[src/rtl/mem_arb_pkg.sv]
// Shared types and constants for the fetch/data memory arbiter.
package mem_arb_pkg;

  typedef enum logic [1:0] {
    OWN_NONE = 2'd0,
    OWN_IF   = 2'd1,
    OWN_D    = 2'd2
  } owner_e;

  localparam logic [3:0] MASK_WORD = 4'b1111;

  // A limit of 0 still needs a 1-bit counter so the declaration stays legal.
  function automatic int unsigned starve_cnt_w(input int unsigned limit);
    return (limit == 0) ? 1 : $clog2(limit + 1);
  endfunction

endpackage

[src/rtl/mem_arb_prio.sv]
// Grant decision between fetch and data requesters, with a saturating
// starvation counter that forces a fetch grant after STARVE_LIMIT data grants.
module mem_arb_prio
  import mem_arb_pkg::*;
#(
  parameter int unsigned STARVE_LIMIT = 4
) (
  input  logic i_clk,
  input  logic i_rst_n,
  input  logic i_if_req,
  input  logic i_d_req,
  output logic o_if_gnt,
  output logic o_d_gnt
);

  localparam int unsigned CNT_W = starve_cnt_w(STARVE_LIMIT);
  localparam logic [CNT_W-1:0] LIMIT = CNT_W'(STARVE_LIMIT);

  logic [CNT_W-1:0] starve_q, starve_d;
  logic             starved;

  always_comb begin
    starved  = (STARVE_LIMIT != 0) && (starve_q == LIMIT);
    o_if_gnt = 1'b0;
    o_d_gnt  = 1'b0;
    if (i_rst_n) begin
      if (i_d_req && !(i_if_req && starved)) begin
        o_d_gnt = 1'b1;
      end else if (i_if_req) begin
        o_if_gnt = 1'b1;
      end
    end
  end

  always_comb begin
    starve_d = starve_q;
    if (o_if_gnt || !i_if_req) begin
      starve_d = '0;
    end else if (o_d_gnt && (starve_q != LIMIT)) begin
      starve_d = starve_q + CNT_W'(1);
    end
  end

  always_ff @(posedge i_clk) begin
    if (!i_rst_n) begin
      starve_q <= '0;
    end else begin
      starve_q <= starve_d;
    end
  end

endmodule

[src/rtl/mem_arbiter.sv]
// Shares one 1-cycle-latency single-ported memory between fetch and data ports.
// Optional stall counters are enabled with the MEM_ARB_PERF_EN macro.
module mem_arbiter
  import mem_arb_pkg::*;
#(
  parameter int unsigned ADDR_W       = 32,
  parameter int unsigned STARVE_LIMIT = 4
) (
  input  logic              i_clk,
  input  logic              i_rst_n,
  input  logic              i_if_req,
  input  logic [ADDR_W-1:0] i_if_addr,
  output logic              o_if_gnt,
  output logic              o_if_rvalid,
  output logic [31:0]       o_if_rdata,
  input  logic              i_d_req,
  input  logic              i_d_wen,
  input  logic [ADDR_W-1:0] i_d_addr,
  input  logic [31:0]       i_d_wdata,
  input  logic [3:0]        i_d_mask,
  output logic              o_d_gnt,
  output logic              o_d_rvalid,
  output logic [31:0]       o_d_rdata,
  output logic [ADDR_W-1:0] o_mem_addr,
  output logic              o_mem_ren,
  output logic              o_mem_wen,
  output logic [31:0]       o_mem_wdata,
  output logic [3:0]        o_mem_mask,
`ifdef MEM_ARB_PERF_EN
  output logic [31:0]       o_perf_if_stall,
  output logic [31:0]       o_perf_d_stall,
`endif
  input  logic [31:0]       i_mem_rdata
);

  logic   if_gnt, d_gnt;
  owner_e owner_q, owner_d;

  mem_arb_prio #(
    .STARVE_LIMIT (STARVE_LIMIT)
  ) u_prio (
    .i_clk    (i_clk),
    .i_rst_n  (i_rst_n),
    .i_if_req (i_if_req),
    .i_d_req  (i_d_req),
    .o_if_gnt (if_gnt),
    .o_d_gnt  (d_gnt)
  );

  assign o_if_gnt = if_gnt;
  assign o_d_gnt  = d_gnt;

  always_comb begin
    o_mem_addr  = '0;
    o_mem_ren   = 1'b0;
    o_mem_wen   = 1'b0;
    o_mem_wdata = '0;
    o_mem_mask  = '0;
    if (if_gnt) begin
      o_mem_addr = i_if_addr;
      o_mem_ren  = 1'b1;
      o_mem_mask = MASK_WORD;
    end else if (d_gnt) begin
      o_mem_addr  = i_d_addr;
      o_mem_ren   = !i_d_wen;
      o_mem_wen   = i_d_wen;
      o_mem_wdata = i_d_wdata;
      o_mem_mask  = i_d_mask;
    end
  end

  always_comb begin
    owner_d = OWN_NONE;
    if (if_gnt) begin
      owner_d = OWN_IF;
    end else if (d_gnt && !i_d_wen) begin
      owner_d = OWN_D;
    end
  end

  always_ff @(posedge i_clk) begin
    if (!i_rst_n) begin
      owner_q <= OWN_NONE;
    end else begin
      owner_q <= owner_d;
    end
  end

  // Gating with reset drops a response whose grant preceded a reset cycle.
  assign o_if_rvalid = i_rst_n && (owner_q == OWN_IF);
  assign o_d_rvalid  = i_rst_n && (owner_q == OWN_D);
  assign o_if_rdata  = o_if_rvalid ? i_mem_rdata : '0;
  assign o_d_rdata   = o_d_rvalid  ? i_mem_rdata : '0;

`ifdef MEM_ARB_PERF_EN
  logic [31:0] perf_if_q, perf_if_d;
  logic [31:0] perf_d_q,  perf_d_d;

  always_comb begin
    perf_if_d = perf_if_q + 32'(i_if_req && !if_gnt);
    perf_d_d  = perf_d_q  + 32'(i_d_req  && !d_gnt);
  end

  always_ff @(posedge i_clk) begin
    if (!i_rst_n) begin
      perf_if_q <= '0;
      perf_d_q  <= '0;
    end else begin
      perf_if_q <= perf_if_d;
      perf_d_q  <= perf_d_d;
    end
  end

  assign o_perf_if_stall = perf_if_q;
  assign o_perf_d_stall  = perf_d_q;
`endif

endmodule

[config.mk]
export PLATFORM = sky130hd
export DESIGN_NAME = mem_arbiter
export DESIGN_NICKNAME = d
export VERILOG_FILES = /design/src/rtl/mem_arb_pkg.sv /design/src/rtl/mem_arb_prio.sv /design/src/rtl/mem_arbiter.sv
export SDC_FILE = /design/constraint.sdc
export NUM_CORES = 1
export LEC_CHECK = 0
export ABC_CLOCK_PERIOD_IN_PS = 1800
export CAP_MARGIN = 15
export CELL_PAD_IN_SITES_DETAIL_PLACEMENT = 0
export CELL_PAD_IN_SITES_GLOBAL_PLACEMENT = 1
export CORE_AREA = 2 2 107 109
export DETAILED_ROUTE_END_ITERATION = 8
export DIE_AREA = 0 0 109 111
export DONT_BUFFER_PORTS = 1
export GPL_ROUTABILITY_DRIVEN = 0
export GPL_TIMING_DRIVEN = 0
export PLACE_DENSITY_LB_ADDON = 0.1
export SETUP_SLACK_MARGIN = 0.15
export SYNTH_ARGS = -nofsm -noshare
export SYNTH_HDL_FRONTEND = slang
export SYNTH_SLANG_ARGS = --single-unit
[constraint.sdc]
create_clock -name i_clk -period 1.8 [get_ports i_clk]
set_clock_uncertainty 0.2 [all_clocks]
set_input_delay 0.36 -clock i_clk [delete_from_list [all_inputs] [get_ports i_clk]]
set_output_delay 0.36 -clock i_clk [all_outputs]
set_load 0.02 [all_outputs]
# [After elaboration in Yosys (flattened, before gate mapping)]
# Index checks and enable logic that the tools add are counted.
[word_totals] ff_bits=5 latch_bits=0 ram_bits=0 mem_bits_ro=0 inputBits=137 output_inout_bits=138 word_cells=40 memories=0
[op_classes] n_addsub=1 multipliers=0 div=0 order_cmp=0 n_eq_ne=4 shifts=0 muxes=19 bitwise_logic=1 n_reduce_logical=12
[op_table] cell="2-to-1 mux 32 bit" n=6
[op_table] cell="2-to-1 mux 1 bit" n=10
[op_table] cell="2-to-1 mux 4 bit" n=2
[op_table] cell="logical AND 1 bit" n=6
[op_table] cell="OR reduction 2 bit" n=2
[op_table] cell="adder 3 x 1 -> 3 bit, second input constant" n=1
[op_table] cell="== test 3 bit, second input constant" n=1
[op_table] cell="logical NOT 1 bit" n=3
[op_table] cell="inequality test 3 bit, second input constant" n=1
[op_table] cell="== test 2 x 1 -> 1 bit, second input constant" n=1
[op_table] cell="== test 2 bit, second input constant" n=1
[op_table] cell="2-to-1 mux 2 bit" n=1
[op_table] cell="logical OR 1 bit" n=1
[op_table] cell="inverter 1 bit" n=1

# [Depth between registers and ports, before layout]
[depth] depth_word=9 depth_mapped=6 mapped_depth_nobuf=4

# [Cells and area by module]
# Synthesis repeated with hierarchy kept, for this count alone.
[hier_totals] cells_unflattened=219 area_unflattened_um2=1312.5
[modules_own_cells] module="mem_arbiter" n_inst=1 cells_per_inst=200 area_per_inst_um2=1136.1 seq_area_each_um2=40.0
[modules_own_cells] module="mem_arb_prio" n_inst=1 cells_per_inst=19 area_per_inst_um2=176.4 seq_area_each_um2=60.1

# [Least setup slack after synthesis]
# Ideal clock, no wire load.
[synth_timing] kind="register -> output" startpoint="register u_prio.starve_q[0]" endpoint="output port o_mem_addr[12]" t_arrival_ns=1.426 t_required_ns=1.240 setup_slack_ns=-0.186 stages_incl_launch_ff=7 n_path_buf=2 path_cell_list="dfxtp_1 inv_1 ha_1 and3_4 buf_6 buf_6 o22ai_1"
[synth_via] elab_chain_len=8 word_cells_on_any_way=10 cone_classes="1 x eq/ne; 6 x mux; 3 x reduce/logical"
[synth_lines] element="from (decl)" line="mem_arb_prio.sv:19" source="logic [CNT_W-1:0] starve_q, starve_d;"
[synth_lines] element="from (signal assigned)" line="mem_arb_prio.sv:48" source="starve_q <= starve_d;"
[synth_lines] element="== test 3 bit (*)" line="mem_arb_prio.sv:23" source="starved = (STARVE_LIMIT != 0) && (starve_q == LIMIT);"
[synth_lines] element="logical AND 1 bit (*)" line="mem_arb_prio.sv:27" source="if (i_d_req && !(i_if_req && starved)) begin"
[synth_lines] element="logical NOT 1 bit (*)" line="mem_arb_prio.sv:27"
[synth_lines] element="logical AND 1 bit (*)" line="mem_arb_prio.sv:27"
[synth_lines] element="2-to-1 mux 1 bit" line="mem_arb_prio.sv:27"
[synth_lines] element="2-to-1 mux 1 bit" line="mem_arb_prio.sv:26" source="if (i_rst_n) begin"
[synth_lines] element="2-to-1 mux 32 bit" line="mem_arbiter.sv:63" source="end else if (d_gnt) begin"
[synth_lines] element="2-to-1 mux 32 bit (*)" line="mem_arbiter.sv:59" source="if (if_gnt) begin"
[synth_lines] element="to (decl)" line="mem_arbiter.sv:24" source="output logic [ADDR_W-1:0] o_mem_addr,"
# Mark *: on every way between the ends. The rest lies on a longest branch, timed or not.

# [Worst setup path in the final report]
[layout_timing] startpoint="register u_prio.starve_q[1]" endpoint="output port o_mem_addr[6]"
# Same word-level chain as after synthesis.

==> summary.log <==
INFO  status         result_of_the_run=complete, but fails checks
INFO  status         failed_checks=negative setup slack
INFO  power          static_leakage=1.173nW
INFO  die            num_rows=39
INFO  power          share_of_total_power_in_the_clock_network=0.333
INFO  yosys          syn_nets=405
INFO  yosys          compound_cell_area_share_of_the_yosys_netlist=0.1655
INFO  critical_path  critical_path.cell_chain=inv_2 > ha_4 > and3_4 > buf_12 > clkbuf_16 > o22ai_4
INFO  die            die_area=12100squm
INFO  finish         areaGrowthSynthToFinish=98.34%
INFO  detailed_routing drt-wirelength-per-cell=20.15um
INFO  sta            final.setup.tns=-10.53ns
INFO  detailed_routing avgViaCountPerCell=4.991
INFO  critical_path  critical_path.endpoint_type=output port
INFO  clocking       tritoncts=built
INFO  yosys          synth_largest_type_area_fraction=0.2483
INFO  power          power_per_cell_area=332.8nW/um^2
INFO  critical_path  timing.critical_path.slowest_cell_delay=0.32ns
INFO  global_routing initial_antenna_violation_count=0
INFO  critical_path  cp-start-kind=flop
INFO  critical_path  critical-path-slowest-cell=sky130_fd_sc_hd__dfxtp_2
INFO  critical_path  critical_path_buf_inv_count=3
INFO  critical_path  worst_path_maximum_fanout=11
INFO  power          share_comb_of_total_power=0.561
INFO  critical_path  critical_path_arrival=1.47ns
INFO  yosys          yosys-mux-area-fraction=0
INFO  sta            final_min_period_over_clock_period=1.130
INFO  finish         finalNetCount=438
INFO  sta            slew_viol_final=0
INFO  critical_path  rr_worst_depth=6
INFO  yosys          postSynthRegisterBits=5
INFO  global_routing gr-usage-all-layers=0.1320
INFO  global_routing largest_net_degree_at_the_start_of_global_routing=11
INFO  detailed_routing firstDrtPassIters=4
INFO  sta            whs=0.1368ns
INFO  die            initial_utilization=0.1501
INFO  yosys          netlist_area=1663squm
INFO  critical_path  critical_path.reg2reg.endpoint=owner_q[1]
INFO  detailed_routing drt.antenna.violating_nets=0
INFO  hold_path      hold_path.class=in -> reg
INFO  placement      dp_cells=409
INFO  yosys          synth_warnings=0
INFO  clocking       path_clk_slew=0.03ns
INFO  power          power_report.internal_total=659.2uW
INFO  critical_path  crit_required=1.24ns
INFO  critical_path  worst-setup-path-type=reg -> out
INFO  yosys          synth_top_family_by_area=simple AND/OR/NAND/NOR gates
INFO  flow_run       max_cap_violations=0
INFO  critical_path  reg2reg_launch_point=u_prio.starve_q[1]
INFO  sta            grt_setup_unrepaired=true
INFO  power          netSwitchingFraction=0.3994
INFO  critical_path  rrSetupSlack=0.38ns
INFO  finish         drive_above_1_share=0.7181
INFO  global_routing grt_pass1_vias=2180
INFO  clocking       clock-sinks=5
INFO  yosys          postSynthAreaPerCell=6.251squm
INFO  critical_path  path_delay_family=buffers and inverters
INFO  power          vdd_ir_drop_max=188.5uV
INFO  placement      io_buffers=0
INFO  sta            setup-violations-final=80
INFO  yosys          synthDistinctLibCells=23
INFO  clocking       max-clock-path-buffers=2
INFO  finish         finalNonFillerCells=441
INFO  clocking       cts_made_buffers=3
INFO  yosys          share_of_synthesized_area_occupied_by_flip_flops_and_latches=0.06020
INFO  detailed_routing vias=2201
INFO  global_routing global_route.overflow_total=0
INFO  yosys          yosys.area.top_type=sky130_fd_sc_hd__and2_1
INFO  yosys          ys_top_cells_by_area=sky130_fd_sc_hd__and2_1 25%, sky130_fd_sc_hd__nand3_1 21%, sky130_fd_sc_hd__o22ai_1 13%
INFO  finish         finish.utilization=0.2978
INFO  finish         number_of_antenna_repair_diodes=0
INFO  die            chipWidth=109um
INFO  yosys          simple_gate_area_share_of_the_yosys_netlist=0.6260
INFO  hold_path      min_to=owner_q[1]
INFO  sta            min_period=2.034ns
INFO  power          power.sequential.fraction=0.106
INFO  placement      dp_hpwl=6783um
INFO  finish         num-fill-cells=1148
INFO  finish         multiInputGateArea=2157squm
INFO  clocking       clkLatencyLatePin=0.23ns
INFO  detailed_routing drt_first_iter_violations=52
INFO  clocking       ctsHtreeMaxLevel=1
INFO  finish         area.sequential=106.4squm
INFO  detailed_routing wirelength=8884um
INFO  yosys          synth-xor-area-share=0
INFO  yosys          synthesis.instances=266
INFO  power          power.total=1.098mW
INFO  die            die_height=111um
INFO  clocking       clock_tree.root_cell=sky130_fd_sc_hd__clkbuf_16
INFO  sta            max_slew.worst_pin.slew=0.4404ns
INFO  die            design.portCount=275
INFO  yosys          arithmetic_cell_share_of_the_synthesized_area_counting_full_adders_half_adders_and_majority_gates=0.01505
INFO  sta            timing.final.hold_violations=0
INFO  sta            max_freq=0.4916GHz
INFO  detailed_routing detail_route.drc_violations=0
INFO  global_routing global_route_wire_length_before_repair=12560um
INFO  power          power.net_switching=438.4uW
INFO  sta            slew_headroom=0.7064
INFO  die            core_area=11080squm
INFO  sta            fin_ws=-0.2342ns
INFO  hold_path      timing.hold.worst.start=i_d_wen
INFO  hold_path      holdPathStages=2
==> metal layers <==
metal | part of all wire | up-vias | global-route usage
li1 | - | 1025 | -
met4 | 0.0043 | 0 | 0.01795
met3 | 0.10 | 4 | 0.04409
met2 | 0.55 | 140 | 0.2509
met1 | 0.34 | 1032 | 0.1409
met5 | 0 | - | 0
==> flip-flops by register name (all words and copies together), names as in the netlist <==
register	cells
owner_q	2
u_prio.starve_q	3
==> Yosys cell counts <==
master / instances
sky130_fd_sc_hd__o22ai_2: 2
sky130_fd_sc_hd__nand2_1: 1
sky130_fd_sc_hd__ha_1: 2
sky130_fd_sc_hd__o22ai_1: 35
sky130_fd_sc_hd__nand3b_1: 1
sky130_fd_sc_hd__inv_1: 3
sky130_fd_sc_hd__a21oi_1: 1
sky130_fd_sc_hd__and3b_1: 2
sky130_fd_sc_hd__buf_6: 5
sky130_fd_sc_hd__clkbuf_1: 7
sky130_fd_sc_hd__or3b_1: 1
sky130_fd_sc_hd__buf_4: 3
sky130_fd_sc_hd__nand3_2: 1
sky130_fd_sc_hd__a211oi_1: 2
sky130_fd_sc_hd__and2_1: 66
sky130_fd_sc_hd__nand2b_1: 1
sky130_fd_sc_hd__nand3_1: 69
sky130_fd_sc_hd__a21boi_2: 1
sky130_fd_sc_hd__and3_1: 33
sky130_fd_sc_hd__and3_4: 1
sky130_fd_sc_hd__dfxtp_1: 5
sky130_fd_sc_hd__buf_2: 21
sky130_fd_sc_hd__nor2_1: 3
==> placed cells by master, fill, tap and decap left out <==
cell type                   netlist  layout
sky130_fd_sc_hd__a21boi_4         0       1
sky130_fd_sc_hd__and2_1          66       1
sky130_fd_sc_hd__o22ai_2          2       6
sky130_fd_sc_hd__nand3b_1         1       1
sky130_fd_sc_hd__nand3_1         69      69
sky130_fd_sc_hd__buf_6            5      18
sky130_fd_sc_hd__buf_2           21      15
sky130_fd_sc_hd__a21oi_1          1       1
sky130_fd_sc_hd__and3b_2          0       2
sky130_fd_sc_hd__buf_8            0       8
sky130_fd_sc_hd__ha_1             2       1
sky130_fd_sc_hd__buf_16           0       4
sky130_fd_sc_hd__clkbuf_16        0       5
sky130_fd_sc_hd__ha_4             0       1
sky130_fd_sc_hd__buf_12           0       7
sky130_fd_sc_hd__and2_2           0       1
sky130_fd_sc_hd__nand2_1          1       1
sky130_fd_sc_hd__clkbuf_1         7       3
sky130_fd_sc_hd__buf_4            3       8
sky130_fd_sc_hd__nor2_4           0       1
sky130_fd_sc_hd__inv_2            0       2
sky130_fd_sc_hd__and2_4           0      64
sky130_fd_sc_hd__a211oi_1         2       2
sky130_fd_sc_hd__nand3_4          0       1
sky130_fd_sc_hd__inv_1            3       1
sky130_fd_sc_hd__and3_4           1      34
sky130_fd_sc_hd__nor2_1           3       2
sky130_fd_sc_hd__dfxtp_2          0       5
sky130_fd_sc_hd__o22ai_4          0      31
sky130_fd_sc_hd__nand2b_1         1       1
sky130_fd_sc_hd__or3b_1           1       1
==> what timing repair did <==
item | CTS | global route
endpoints found under the hold margin | 0 | 0
endpoints found under the setup margin | 138 | 138
pin swaps | 63 | 30
gates cloned | 7 | 3
hold buffers | 0 | 0
buffers inserted | 15 | 3
gates resized for setup | 162 | 46
==> cell type report <==
cell class,count,area share
plain buffers,36,0.1153
clock buffers,4,0.02390
flip-flops and latches,5,0.03225
well taps,143,0.05425
multi-input cells,222,0.6540
inverters,3,0.003414
repair buffers,28,0.1168
==> power groups by stage <==
stage          registers (mW)  clock network (mW)  logic, mW
2_1_floorplan           0.118                   0      0.436
3_3_place_gp            0.118                   0      0.504
3_5_place_dp            0.118                   0      0.501
4_1_cts                 0.117               0.372      0.590
5_1_grt                 0.117               0.378      0.653
6_report                0.117               0.366      0.615
==> worst max path at each step <==
stage | start | end | cells after the start
global placement | i_rst_n | o_mem_addr[31] | 4
floorplan | u_prio.starve_q[0] | o_mem_addr[18] | 6
detailed placement | i_if_req | o_mem_addr[2] | 5
global route | u_prio.starve_q[1] | o_mem_addr[11] | 6
CTS | u_prio.starve_q[1] | o_mem_addr[2] | 6
finish | u_prio.starve_q[1] | o_mem_addr[6] | 6
==> per-stage QoR <==
step	setup slack (ns)	cell area, sq um
finish	-0.2342	3298
floorplan	0.04797	2195
CTS	-0.2571	3062
detailed placement	-0.1393	2374
global route	-0.2835	3298
global placement	-0.1445	2374
==> kinds of logic after synthesis <==
logic type | Yosys count
simple gates | 179
fa+ha+maj | 2
buf+inv | 39
compound gates | 41
flops | 5
No activity file was read; power rests on OpenSTA's default activity.
